$ cat src/rtl/if_pkg.sv
// Shared fetch-stage types and constants.
// Latency: n/a (types and constants only).
// Backpressure: n/a.
package if_pkg;

  localparam int          XLEN    = 32;
  localparam int          ILEN    = 32;
  localparam logic [31:0] PC_STEP = 32'd4;
  localparam logic [31:0] NOP     = 32'h0000_0013;

  // One decoded-ready fetch entry: the instruction word and the PC it came from.
  typedef struct packed {
    logic [ILEN-1:0] instr;
    logic [XLEN-1:0] pc;
  } fetch_entry_t;

  // Instructions are word aligned; low address bits from a redirect are ignored.
  function automatic logic [XLEN-1:0] align_pc(input logic [XLEN-1:0] pc);
    return pc & ~32'h3;
  endfunction

endpackage

$ cat src/rtl/fetch_fifo.sv
// Small synchronous FIFO with flush; used for in-flight PCs and the fetch queue.
// Latency: a push is visible at pop_data on the next cycle (no bypass).
// Backpressure: none internally; caller must not push when full or pop when empty.
//
// Ports:
//   clk, rst_n          clock, async active-low reset
//   push, push_data     write one entry
//   pop                 drop the head entry
//   flush               discard all entries (wins over push/pop)
//   pop_data            head entry (undefined when empty)
//   count, full, empty  occupancy
module fetch_fifo #(
  parameter int DEPTH = 2,
  parameter int WIDTH = 32,
  localparam int AW = (DEPTH > 1) ? $clog2(DEPTH) : 1,
  localparam int CW = $clog2(DEPTH + 1)
) (
  input  logic             clk,
  input  logic             rst_n,
  input  logic             push,
  input  logic [WIDTH-1:0] push_data,
  input  logic             pop,
  input  logic             flush,
  output logic [WIDTH-1:0] pop_data,
  output logic [CW-1:0]    count,
  output logic             full,
  output logic             empty
);

  logic [WIDTH-1:0] mem [DEPTH];
  logic [AW-1:0]    wr_ptr;
  logic [AW-1:0]    rd_ptr;
  logic [CW-1:0]    cnt;
  logic             do_push;
  logic             do_pop;

  function automatic logic [AW-1:0] ptr_inc(input logic [AW-1:0] p);
    if (p == AW'(DEPTH - 1)) return '0;
    return p + AW'(1);
  endfunction

  assign full     = (cnt == CW'(DEPTH));
  assign empty    = (cnt == '0);
  assign count    = cnt;
  assign pop_data = mem[rd_ptr];
  // Guards keep pointers coherent even if a caller misbehaves.
  assign do_push  = push && !full;
  assign do_pop   = pop && !empty;

  always_ff @(posedge clk or negedge rst_n) begin
    if (!rst_n) begin
      wr_ptr <= '0;
      rd_ptr <= '0;
      cnt    <= '0;
    end else if (flush) begin
      wr_ptr <= '0;
      rd_ptr <= '0;
      cnt    <= '0;
    end else begin
      if (do_push) wr_ptr <= ptr_inc(wr_ptr);
      if (do_pop)  rd_ptr <= ptr_inc(rd_ptr);
      case ({do_push, do_pop})
        2'b10:   cnt <= cnt + CW'(1);
        2'b01:   cnt <= cnt - CW'(1);
        default: ;
      endcase
    end
  end

  // Storage needs no reset: occupancy decides what is valid.
  always_ff @(posedge clk) begin
    if (do_push) mem[wr_ptr] <= push_data;
  end

endmodule

$ cat src/rtl/instr_fetch.sv
// Fetch stage: owns the PC, issues in-order word reads, pairs words with PCs for decode.
// Latency: memory response in cycle N appears on if_* in cycle N+1 (no bypass).
// Backpressure: requests gated by credit (outstanding + queued < FQ_DEPTH); if_* held while !if_ready.
//
// Ports:
//   clk, rst_n                                  clock, async active-low reset
//   imem_req_valid/ready, imem_req_addr         word read request to instruction memory
//   imem_rsp_valid, imem_rsp_data               in-order read responses (no backpressure)
//   redirect_valid, redirect_pc                 next-PC override; flushes queued/in-flight work
//   if_valid/ready, if_instr, if_pc             {instr, pc} to decode
module instr_fetch
  import if_pkg::*;
#(
  parameter logic [31:0] RESET_PC = 32'h0000_0000,
  parameter int          FQ_DEPTH = 2
) (
  input  logic        clk,
  input  logic        rst_n,
  output logic        imem_req_valid,
  input  logic        imem_req_ready,
  output logic [31:0] imem_req_addr,
  input  logic        imem_rsp_valid,
  input  logic [31:0] imem_rsp_data,
  input  logic        redirect_valid,
  input  logic [31:0] redirect_pc,
  output logic        if_valid,
  input  logic        if_ready,
  output logic [31:0] if_instr,
  output logic [31:0] if_pc
);

  localparam int          CW     = $clog2(FQ_DEPTH + 1);
  localparam logic [CW:0] FQ_LIM = (CW + 1)'(FQ_DEPTH);

  logic [31:0]   pc_q;
  logic [CW-1:0] out_q;    // requests accepted but not yet answered
  logic [CW-1:0] drop_q;   // responses still owed to a superseded PC stream

  logic [CW:0]   in_use;
  logic          credit_ok;
  logic          accept;
  logic          rsp_keep;

  logic [31:0]   inf_pc;
  logic [CW-1:0] inf_count;
  logic          inf_full;
  logic          inf_empty;

  fetch_entry_t  fq_in;
  fetch_entry_t  fq_head;
  logic [CW-1:0] fq_count;
  logic          fq_full;
  logic          fq_empty;
  logic          fq_pop;

  // Every accepted request reserves a queue slot, so the queue can never overflow
  // and responses need no backpressure.
  assign in_use    = {1'b0, out_q} + {1'b0, fq_count};
  assign credit_ok = (in_use < FQ_LIM);

  // Gated by rst_n so the request line drops the moment reset asserts.
  assign imem_req_valid = rst_n && !redirect_valid && credit_ok;
  assign imem_req_addr  = pc_q;
  assign accept         = imem_req_valid && imem_req_ready;

  // A response arriving during a redirect belongs to the old stream.
  assign rsp_keep = imem_rsp_valid && (drop_q == '0) && !redirect_valid;

  assign fq_in  = '{instr: imem_rsp_data, pc: inf_pc};
  assign fq_pop = if_valid && if_ready;

  fetch_fifo #(.DEPTH(FQ_DEPTH), .WIDTH(XLEN)) u_inflight (
    .clk       (clk),
    .rst_n     (rst_n),
    .push      (accept),
    .push_data (pc_q),
    .pop       (imem_rsp_valid),
    .flush     (1'b0),
    .pop_data  (inf_pc),
    .count     (inf_count),
    .full      (inf_full),
    .empty     (inf_empty)
  );

  fetch_fifo #(.DEPTH(FQ_DEPTH), .WIDTH($bits(fetch_entry_t))) u_fetchq (
    .clk       (clk),
    .rst_n     (rst_n),
    .push      (rsp_keep),
    .push_data (fq_in),
    .pop       (fq_pop),
    .flush     (redirect_valid),
    .pop_data  (fq_head),
    .count     (fq_count),
    .full      (fq_full),
    .empty     (fq_empty)
  );

  assign if_valid = !fq_empty;
  assign if_instr = fq_empty ? '0 : fq_head.instr;
  assign if_pc    = fq_empty ? '0 : fq_head.pc;

  always_ff @(posedge clk or negedge rst_n) begin
    if (!rst_n) begin
      pc_q   <= RESET_PC;
      out_q  <= '0;
      drop_q <= '0;
    end else begin
      if (redirect_valid)  pc_q <= align_pc(redirect_pc);
      else if (accept)     pc_q <= pc_q + PC_STEP;

      case ({accept, imem_rsp_valid})
        2'b10:   out_q <= out_q + CW'(1);
        2'b01:   out_q <= out_q - CW'(1);
        default: ;
      endcase

      // On redirect every response not yet returned is stale; the one
      // arriving this cycle is already discarded via rsp_keep.
      if (redirect_valid)
        drop_q <= imem_rsp_valid ? (out_q - CW'(1)) : out_q;
      else if (imem_rsp_valid && (drop_q != '0))
        drop_q <= drop_q - CW'(1);
    end
  end

  a_inf_pop_nonempty: assert property (@(posedge clk) disable iff (!rst_n)
    imem_rsp_valid |-> !inf_empty);
  a_inf_push_nonfull: assert property (@(posedge clk) disable iff (!rst_n)
    accept |-> !inf_full);
  a_inf_tracks_out: assert property (@(posedge clk) disable iff (!rst_n)
    inf_count == out_q);
  a_fq_push_nonfull: assert property (@(posedge clk) disable iff (!rst_n)
    rsp_keep |-> !fq_full);
  a_drop_le_out: assert property (@(posedge clk) disable iff (!rst_n)
    drop_q <= out_q);

endmodule

$ cat config.mk
export PLATFORM = sky130hd
export DESIGN_NAME = instr_fetch
export DESIGN_NICKNAME = d
export VERILOG_FILES = /design/src/rtl/if_pkg.sv /design/src/rtl/fetch_fifo.sv /design/src/rtl/instr_fetch.sv
export SDC_FILE = /design/constraint.sdc
export NUM_CORES = 1
export LEC_CHECK = 0
export BUFFER_PORTS_ARGS = -buffer_cell sky130_fd_sc_hd__buf_2
export CAP_MARGIN = 20
export CORE_MARGIN = 1.5
export CORE_UTILIZATION = 42
export CTS_BUF_LIST = sky130_fd_sc_hd__clkbuf_2
export CTS_CLUSTER_SIZE = 10
export DETAILED_ROUTE_END_ITERATION = 10
export SYNTH_ARGS = -nofsm -noshare
export SYNTH_HDL_FRONTEND = slang
export SYNTH_SLANG_ARGS = --single-unit
export TNS_END_PERCENT = 100
$ cat constraint.sdc
create_clock -name clk -period 4.55 [get_ports clk]
set_input_delay 0.2275 -clock clk [delete_from_list [all_inputs] [get_ports clk]]
set_output_delay 0.2275 -clock clk [all_outputs]
set_load 0.01 [all_outputs]
## Word-level counts from Yosys, hierarchy flattened

Memory sizes are Yosys's and may differ from the RTL's.
Cells that the tools add are included.

- Bits in registers: 44
- Bits in latches: 0
- Memory bits (writable): 192
- Bits in read-only memories: 0
- Input port bits: 70
- Output and inout port bits: 98
- Word-level logic and storage cells: 97
- Memories: 2

- $add $sub $neg: 13
- Multiply operators: 0
- Divide/modulo/power cells: 0
- Magnitude comparators: 1
- Equality and inequality tests: 8
- Shifts and indexed selects: 0
- Multiplexer cells: 37
- Bitwise operators: 0
- Reductions and logical operators: 27

Memories:

| memory | depth | width | read ports | clocked after Yosys merged registers in | wr ports | RTL line | source |
|---|---|---|---|---|---|---|---|
| u_fetchq.mem | 2 | 64 | 1 | 0 | 1 | fetch_fifo.sv:30 | `logic [WIDTH-1:0] mem [DEPTH];` |
| u_inflight.mem | 2 | 32 | 1 | 0 | 1 | fetch_fifo.sv:30 |  |

Operators by type and width:

| operator | number |
|---|---|
| $mux W32 | 4 |
| $add A32 B3 Y32 const B | 1 |
| $mux W1 | 26 |
| $reduce_bool A2 Y1 | 7 |
| $pmux W2 S2 | 3 |
| $logic_and A1 B1 Y1 | 11 |
| $eq A2 B2 Y1 const B | 5 |
| $mux W2 | 4 |
| $sub A2 B1 Y2 const B | 4 |
| $add A2 B1 Y2 const B | 3 |
| $eq A2 B1 Y1 const B | 3 |
| $logic_not A2 Y1 | 3 |
| $logic_not A1 Y1 | 5 |
| $add A1 B1 Y1 const B | 4 |
| $add A2 B2 Y3 | 1 |
| $lt A3 B2 Y1 const B | 1 |
| $reduce_bool A3 Y1 | 1 |

## Depth between registers and ports, before layout

Gate-level depths: netlist (run 1).

- Depth after elaboration: 9
- Mapped depth: 10
- Gate-level depth less buffers: 9

## Hierarchy

From an unflattened synthesis (run 1), not the netlist that was laid out.

- Cells, all modules: 659
- Area total of the unflattened synthesis: 9,905.8 sq um

Modules (own cells, without submodules):

| module | instances | cells an instance | area an instance (sq um) | seq. area each (sq um) |
|---|---|---|---|---|
| fetch_fifo (u_fetchq) | 1 | 224 | 4,824.6 | 3,943.8 |
| instr_fetch | 1 | 310 | 2,547.4 | 850.8 |
| fetch_fifo (u_inflight) | 1 | 125 | 2,533.7 | 2,021.9 |

## Worst setup path before layout (run 1)

Ideal clock, no wire load.

- Kind: register to register
- Start point: register drop_q[0]
- End point: memory u_fetchq.mem[0][10] (netlist name) (enable)
- Library setup time: 482 ps
- Arrival: 3,509 ps
- Required time: 4,068 ps
- Path slack: 559 ps
- Stages on the path, launching flop included: 6
- Path buffers: 0
- Period minus slack after synthesis: 3,991 ps
- Cells stage by stage: dfrtp_1 inv_1 ha_1 nor3b_1 nand2_1 nor2_1

- Longest elaborated chain between the ends: 6

RTL lines:

| item | RTL line | source |
|---|---|---|
| start, declared | instr_fetch.sv:37 | `logic [CW-1:0] drop_q;` |
| start signal, assigned | instr_fetch.sv:120 | `drop_q <= imem_rsp_valid ? (out_q - CW'(1)) : out_q;` |
| start signal, assigned | instr_fetch.sv:122 | `drop_q <= drop_q - CW'(1);` |
| $logic_not A2 Y1 | instr_fetch.sv:67 | `assign rsp_keep = imem_rsp_valid && (drop_q == '0) && !redirect_valid;` |
| $logic_and A1 B1 Y1 (2 in a row) | instr_fetch.sv:67 |  |
| $logic_and A1 B1 Y1 | fetch_fifo.sv:47 | `assign do_push = push && !full;` |
| $mux W1 | fetch_fifo.sv:72 | `if (do_push) mem[wr_ptr] <= push_data;` |
| $mux W1 (not written as such) | fetch_fifo.sv:72 |  |
| end, declared | fetch_fifo.sv:30 |  |

No other way between the ends.

## Final worst setup path (run 1)

- Start point: register u_fetchq.cnt[0], in the netlist u_fetchq.count[0]
- End point: memory u_inflight.mem[0][20] (enable)

- Longest elaborated chain between the ends: 7

RTL lines:

| item | RTL line | source |
|---|---|---|
| start, declared | fetch_fifo.sv:33 | `logic [CW-1:0] cnt;` |
| start signal, assigned | fetch_fifo.sv:63 | `2'b10: cnt <= cnt + CW'(1);` |
| start signal, assigned | fetch_fifo.sv:64 | `2'b01: cnt <= cnt - CW'(1);` |
| $add A2 B2 Y3 | instr_fetch.sv:58 | `assign in_use = {1'b0, out_q} + {1'b0, fq_count};` |
| $lt A3 B2 Y1 | instr_fetch.sv:59 | `assign credit_ok = (in_use < FQ_LIM);` |
| $logic_and A1 B1 Y1 | instr_fetch.sv:62 | `assign imem_req_valid = rst_n && !redirect_valid && credit_ok;` |
| $logic_and A1 B1 Y1 | instr_fetch.sv:64 | `assign accept = imem_req_valid && imem_req_ready;` |
| $logic_and A1 B1 Y1 | fetch_fifo.sv:47 |  |
| $mux W1 | fetch_fifo.sv:72 |  |
| $mux W1 (not written as such) | fetch_fifo.sv:72 |  |
| end, declared | fetch_fifo.sv:30 |  |

No other way between the ends.

==> results of run 1 <==
==> per-stage QoR <==
stage	setup slack, ns	hold slack [ns]
floorplan	0.5589	-0.06809
global placement	1.251	0.3755
detailed placement	1.134	0.3759
CTS	1.087	0.01437
global route	0.8574	0.01748
finish	1.137	0.07457
==> metal layers <==
| layer | up-vias | part of all wire, % | routed length [um] |
|---|---|---|---|
| met2 | 210 | 49 | 9861 |
| met1 | 2923 | 42 | 8522 |
| met5 | - | 0 | 0 |
| met3 | 42 | 6.9 | 1387 |
| met4 | 0 | 2.4 | 476 |
| li1 | 2947 | - | - |
==> critical path, stage by stage, from the launching register on <==
cell and delay [ns]:
dfrtp_1 0.47, and2_1 0.21, fa_1 0.46, and4bb_2 0.51, and2_1 0.25, o21ai_0 0.26
nor2_2 0.53, buf_4 0.39
==> final cells by class <==
| class | count | area (um^2) |
|---|---|---|
| fill | 1845 | 9886 |
| inverter | 10 | 37.54 |
| tap | 280 | 350.3 |
| multi-input combinational | 369 | 2536 |
| antenna | 1 | 2.502 |
| clock inverter | 21 | 133.9 |
| sequential | 226 | 6580 |
| clock buffer | 78 | 390.4 |
| timing repair buffer | 260 | 1772 |
==> power groups by stage <==
stage / Combinational (mW) / Sequential (mW) / Clock [mW]
detailed placement: 0.768 / 2.66 / 0
CTS: 0.837 / 2.61 / 1.39
floorplan: 0.537 / 2.60 / 0
global route: 0.921 / 2.63 / 1.50
finish: 0.827 / 2.61 / 1.33
global placement: 0.752 / 2.64 / 0
==> cells by family (layout without fill, tap and decap cells) <==
logic type | Yosys count | in the layout
XOR/XNOR | 32 | 32
multiplexers | 94 | 94
AO/OA/AOI/OAI | 44 | 44
buffers and inverters | 41 | 369
AND/OR/NAND/NOR | 190 | 190
adder cells (fa/ha/maj) | 5 | 5
flip-flops | 226 | 226
other | 1 | 5
==> worst min-delay path by stage <==
stage / end / cells past startpoint / slack [ns]
global placement: drop_q[1] / 2 / 0.38
global route: imem_req_addr[13] / 3 / 0.02
detailed placement: out_q[1] / 2 / 0.38
finish: imem_req_addr[13] / 3 / 0.07
floorplan: drop_q[0] / 0 / -0.07
CTS: imem_req_addr[7] / 3 / 0.01
==> state kept, by name, indices dropped and copies added (netlist names) <==
name	cells
u_inflight.rd_ptr	1
u_inflight.wr_ptr	1
u_fetchq.rd_ptr	1
imem_req_addr	30
u_inflight.count	2
out_q	2
u_fetchq.mem	124
drop_q	2
u_inflight.mem	60
u_fetchq.wr_ptr	1
u_fetchq.count	2
==> what timing repair did <==
item | CTS | global route
endpoints found under the setup margin | 0 | 0
hold endpoints to repair | 144 | 0
hold buffers | 89 | 0
buffers inserted | 0 | 0
==> Yosys cell counts (2+ instances only) <==
cell	count
a21oi_1	3
mux2_2	31
buf_4	4
buf_2	4
nor2b_1	2
xnor2_1	20
inv_1	10
nor4_1	5
nand2_1	47
mux2i_1	63
and4_1	2
o21ai_0	23
and3_1	3
nor2_1	76
nand3_1	14
and2_1	7
o21ai_1	3
edfxtp_1	184
o211ai_1	4
buf_1	8
dfrtp_1	42
a31oi_1	4
clkbuf_1	15
nor3_1	3
nor3_2	3
nand4_1	11
xor2_1	12
or3_1	7
ha_1	4
==> flow_metrics.tcl, run 1 <==
set metrics [dict create \
    num_vias 6122 \
    dieWidth_um 151.4 \
    worst-endpoint-arrival_ns 3.86 \
    swShare_pct 28.09 \
    timing.critical_path.fanout_max 20 \
    maxCapViolations 0 \
    finalMaxSlewViolations 0 \
    drt_iter0_markers 262 \
    design_power_total_mw 4.767 \
    grt_pass1_vias 6364 \
    synthArstFlopShare_pct 18.58 \
    cts_root_buffer "clkbuf_2" \
    core-area_um2 21690 \
    power_density_nw_per_um2 403.9 \
    post_synth_fa_ha_maj_area_fraction_pct 0.7572 \
    slew_headroom_pct 30.74 \
    synth_compound_gate_area_share_pct 2.758 \
    critical_path.endpoint "u_inflight.mem[0][20]" \
    clk_latency_ns 0.80 \
    worstPathRequired_ns 5.00 \
    routed_antenna_nets 0 \
    grtUsageMet2_pct 30.09 \
    io-pin-count 168 \
    synth_mux_area_share_pct 10.59 \
    cts_inserted_buffers 53 \
    grt_first_pass_wirelength_mm 31.84 \
    worst-setup-path-type "register to register" \
    power.sequential.fraction_pct 54.7 \
    fin_cells 1245 \
    synth_seq_cells 226 \
    mappedNetlistArea_um2 9254 \
    clock_power_share_pct 28.0 \
    synth_flop_cell "edfxtp_1" \
    timing.final.setup_violations 0 \
    commonest_non_fill_non_tap_cells_in_the_layout "edfxtp_1 (184), buf_2 (161), dlygate4sd3_1 (89)" \
    r2r_setup_slk_ns 1.14 \
    finClkSkew_ns 0.04695 \
    worstSetupEndpointType "register" \
    worst_r2r_startpoint "u_fetchq.count[0]" \
    cts_repair_resize_count 0 \
    yosysUniqueCellTypes 48 \
    fp.dieH_um 151.4 \
    synth_cells 633 \
    power.ir.vdd_worst_v 0.0001799 \
    post_drt_via_cell_ratio 4.917 \
    finalHoldViolations 0 \
    number_of_nets_in_the_layout 995 \
    cts_buffer_depth 3 \
    syn_avg_cell_area_um2 14.62 \
    cts.sink_count 226 \
    final_common_cell "edfxtp_1" \
    count_of_buffers_from_port_buffering 161 \
    gpl.final_weighted_congestion 0.8029 \
    timing.critical_path.from_type "register" \
    num_rows 54 \
    synth.area.top_cells "edfxtp_1 (60%), dfrtp_1 (11%), mux2i_1 (6.8%), mux2_2 (3.8%), nor2_1 (3.1%)" \
    clk_pin_slew_worst_paths_ns 0.12 \
    drt_wl_total_mm 20.25 \
    fmax_mhz 293.0 \
    antenna_violations_before_repair 1 \
    initial_core_util_pct 42.67 \
    ys_seq_area_share_pct 71.07 \
    synth.largest_area_cell "edfxtp_1" \
    maximum_number_of_pins_on_one_net_before_global_route_repair 63 \
    final_core_util_pct 54.42 \
    fp.dieArea_um2 22930 \
    cts_htree_levels 2 \
    groute.usage.overall_pct 18.07 \
    timing.hold.worst.class "input pin to asynchronous set/reset pin" \
    dr.pass1.iters 4 \
    drcViolationCount 0 \
    r2r_cells 7 \
    met1_usage_pct 22.12 \
    rsz_0062_raised_after_global_routing "no" \
    power.share.combinational_pct 17.4 \
    dpl.hpwl_mm 12.76 \
    worstReg2RegEnd "u_inflight.mem[0][20]" \
    synth_xor_area_share_pct 3.029 \
    cts_tree "done" \
    drive_gt1_share_pct 30.91 \
    netSwitchingPower_mw 1.339 \
    grt_use_met3_pct 5.000 \
    yosys.area.top_type_share_pct 59.71 \
    crit_start "u_fetchq.count[0]" \
    synth_warn 0 \
    power.static_leakage_nw 4.495 \
    largest_family_of_logic_cells_by_synthesized_area "multiplexers" \
    internal_power_mw 3.428 \
    globalRoute.busiestLayer "met2" \
    routed_wire_length_per_instance_um 16.26 \
    layout_worst_path_cycle_share_pct 75.00 \
    synth_enable_flop_cells 184 \
    post-place-cells 1056 \
    area_delta_synth_final_pct 27.54 \
    fin_setup_tns_ns 0 \
    dpl-instance-area_um2 10390 \
    final.min_clock_period_ns 3.413 \
    grt_overflow 0 \
    synth_simple_gate_area_share_pct 9.884 \
    run_status "finished, final reports clean" \
    tightest_slew_ns 1.036 \
    final_area_um2 11800 \
]
No activity file was read; power rests on OpenSTA's default activity.
==> run 2, diff against run 1 <==
clock period = 3.45 ns   (was 4.55 ns; I/O delays follow)
==> run 2 against run 1 <==
Register-to-register slack worse by 0.96 ns. Highest routed layer unchanged. Cell count is 1.4% higher. Critical endpoint is now imem_req_addr[29]. Maximum frequency is 4.4% higher. Flip-flop and latch count stayed put.
==> flow_metrics.tcl, run 2 (synthesis gave the netlist of run 1 again) <==
set metrics [dict create \
    tightest_slew_ns 0.9971 \
    finClkSkew_ns 0.05062 \
    timing.final.setup_violations 0 \
    top_layer_used "met4" \
    finalMaxSlewViolations 0 \
    num_rows 54 \
    worstPathRequired_ns 4.19 \
    worst-setup-path-type "register to register" \
    worst_r2r_startpoint "u_fetchq.count[0]" \
    number_of_nets_in_the_layout 1016 \
    drive_gt1_share_pct 29.94 \
    dr.pass1.iters 5 \
    cts_tree "done" \
    rsz_0062_raised_after_global_routing "no" \
    worst-endpoint-arrival_ns 4.01 \
    worstSetupEndpointType "register" \
    timing.critical_path.from_type "register" \
    cts.sink_count 226 \
    area_delta_synth_final_pct 29.15 \
    cts_htree_levels 2 \
    cts_root_buffer "clkbuf_2" \
    maximum_number_of_pins_on_one_net_before_global_route_repair 55 \
    fmax_mhz 305.8 \
    pre_cts_ws_ns 0.4978 \
    worst_path_dominant_cell_family "simple AND/OR/NAND/NOR gates" \
    worstReg2RegEnd "imem_req_addr[29]" \
    post-place-cells 1059 \
    grt_overflow 0 \
    final_core_util_pct 55.11 \
    run_status "finished, final reports clean" \
    fin_ws_ns 0.1802 \
    fp.dieArea_um2 22930 \
    clk_latency_ns 0.81 \
    fp.dieH_um 151.4 \
    flip_flop_count_of_the_largest_register_after_layout 124 \
    critical_path.endpoint "imem_req_addr[29]" \
    met2WireLength_mm 9.863 \
    m1WireLength_mm 8.568 \
    cts_buffer_depth 3 \
    timing.hold.worst.class "input pin to register" \
    final_common_cell "edfxtp_1" \
    io-pin-count 168 \
    r2r_cells 8 \
    routed_wire_length_per_instance_um 16.05 \
    critPathMaxStageDelay_ns 0.57 \
    final.min_clock_period_ns 3.270 \
    layout_worst_path_cycle_share_pct 94.78 \
    drt_wl_total_mm 20.27 \
    post_drt_via_cell_ratio 4.887 \
    power.static_leakage_nw 4.545 \
    cts_inserted_buffers 57 \
    drcViolationCount 0 \
    finalHoldViolations 0 \
    clk_pin_slew_worst_paths_ns 0.11 \
    power_density_nw_per_um2 516.9 \
    crit_start "u_fetchq.count[0]" \
    design_power_total_mw 6.178 \
    grt_first_pass_wirelength_mm 31.13 \
    count_of_buffers_from_port_buffering 161 \
    wl_met3_mm 1.385 \
    timing.hold.ws_ns 0.1082 \
    dieWidth_um 151.4 \
    timing.critical_path.fanout_max 12 \
    power.ir.vdd_worst_v 0.0002390 \
    top_register "u_fetchq.mem" \
    commonest_non_fill_non_tap_cells_in_the_layout "edfxtp_1 (184), buf_2 (161), dlygate4sd3_1 (103)" \
    maxCapViolations 0 \
    grt_pass1_vias 6351 \
    cts_post_setup_buffers_inserted 0 \
    dpl.hpwl_mm 12.89 \
    timing.critical_path.buf_inv 1 \
    gpl.final_weighted_congestion 0.7960 \
    fin_cells 1263 \
    slew_headroom_pct 33.53 \
    groute.usage.overall_pct 17.74 \
    worstPathCellList "and2_1, fa_1, and4bb_4, and2_1, nand4_1, or3_1, a31oi_1, dlygate4sd3_1" \
    initial_core_util_pct 42.67 \
    path_depth 8 \
    r2r_setup_slk_ns 0.18 \
    core-area_um2 21690 \
    routed_antenna_nets 0 \
    critPathMostFrequentCell "and2_1" \
    cpMaxStageDelayCell "dlygate4sd3_1" \
    drt_iter0_markers 245 \
    num_vias 6172 \
    antenna_violations_before_repair 1 \
]
## run 2: how the worst min path moves through the flow
| stage | from | endpoint | cells after the start |
|---|---|---|---|
| after global placement | rst_n | imem_req_addr[22] | 2 |
| after CTS | imem_rsp_data[16] | u_fetchq.mem[1][48] | 2 |
| after global routing | imem_rsp_data[9] | u_fetchq.mem[0][41] | 2 |
| final | imem_rsp_data[16] | u_fetchq.mem[1][48] | 2 |
| after detailed placement | rst_n | imem_req_addr[20] | 2 |
| after floorplan | rst_n | drop_q[0] | 0 |
## run 2: what timing repair did
item                                   CTS  global route
setup endpoints to repair                0             1
resized for setup                        0             1
endpoints found under the hold margin  154             0
hold buffers                           103             0
## run 2: cell type report
cell class,instances,area (um^2)
clock buffer,71,355.3
multi-input combinational,369,2540
timing repair buffer,277,1972
fill,1797,9737
inverter,10,37.54
clock inverter,29,113.9
sequential,226,6580
tap,280,350.3
antenna,1,2.502
## run 2: metrics by stage
step	area [um^2]	TNS (ns)
after floorplan	9268	-9.503
after global placement	10450	0
after detailed placement	10450	0
after CTS	11950	0
after global routing	11950	0
final	11950	0
## run 2: routing by layer
metal | vias up | global-route usage, %
li1 | 2986 | -
met1 | 2928 | 21.52
met2 | 221 | 30.27
met3 | 37 | 4.307
met4 | 0 | 7.233
met5 | - | 0
## run 2: worst register-to-register path: cells and delay by family (launching register included)
family	cells	cell delay, ns
simple gates	5	1.54
buf+inv	1	0.57
flops	1	0.47
fa+ha+maj	1	0.46
compound gates	1	0.17
## run 2: power by group
part | switching [mW] | total (mW) | internal, mW
clock | 1.03 | 1.61 | 0.575
combinational | 0.547 | 1.12 | 0.570
sequential | 0.224 | 3.45 | 3.23
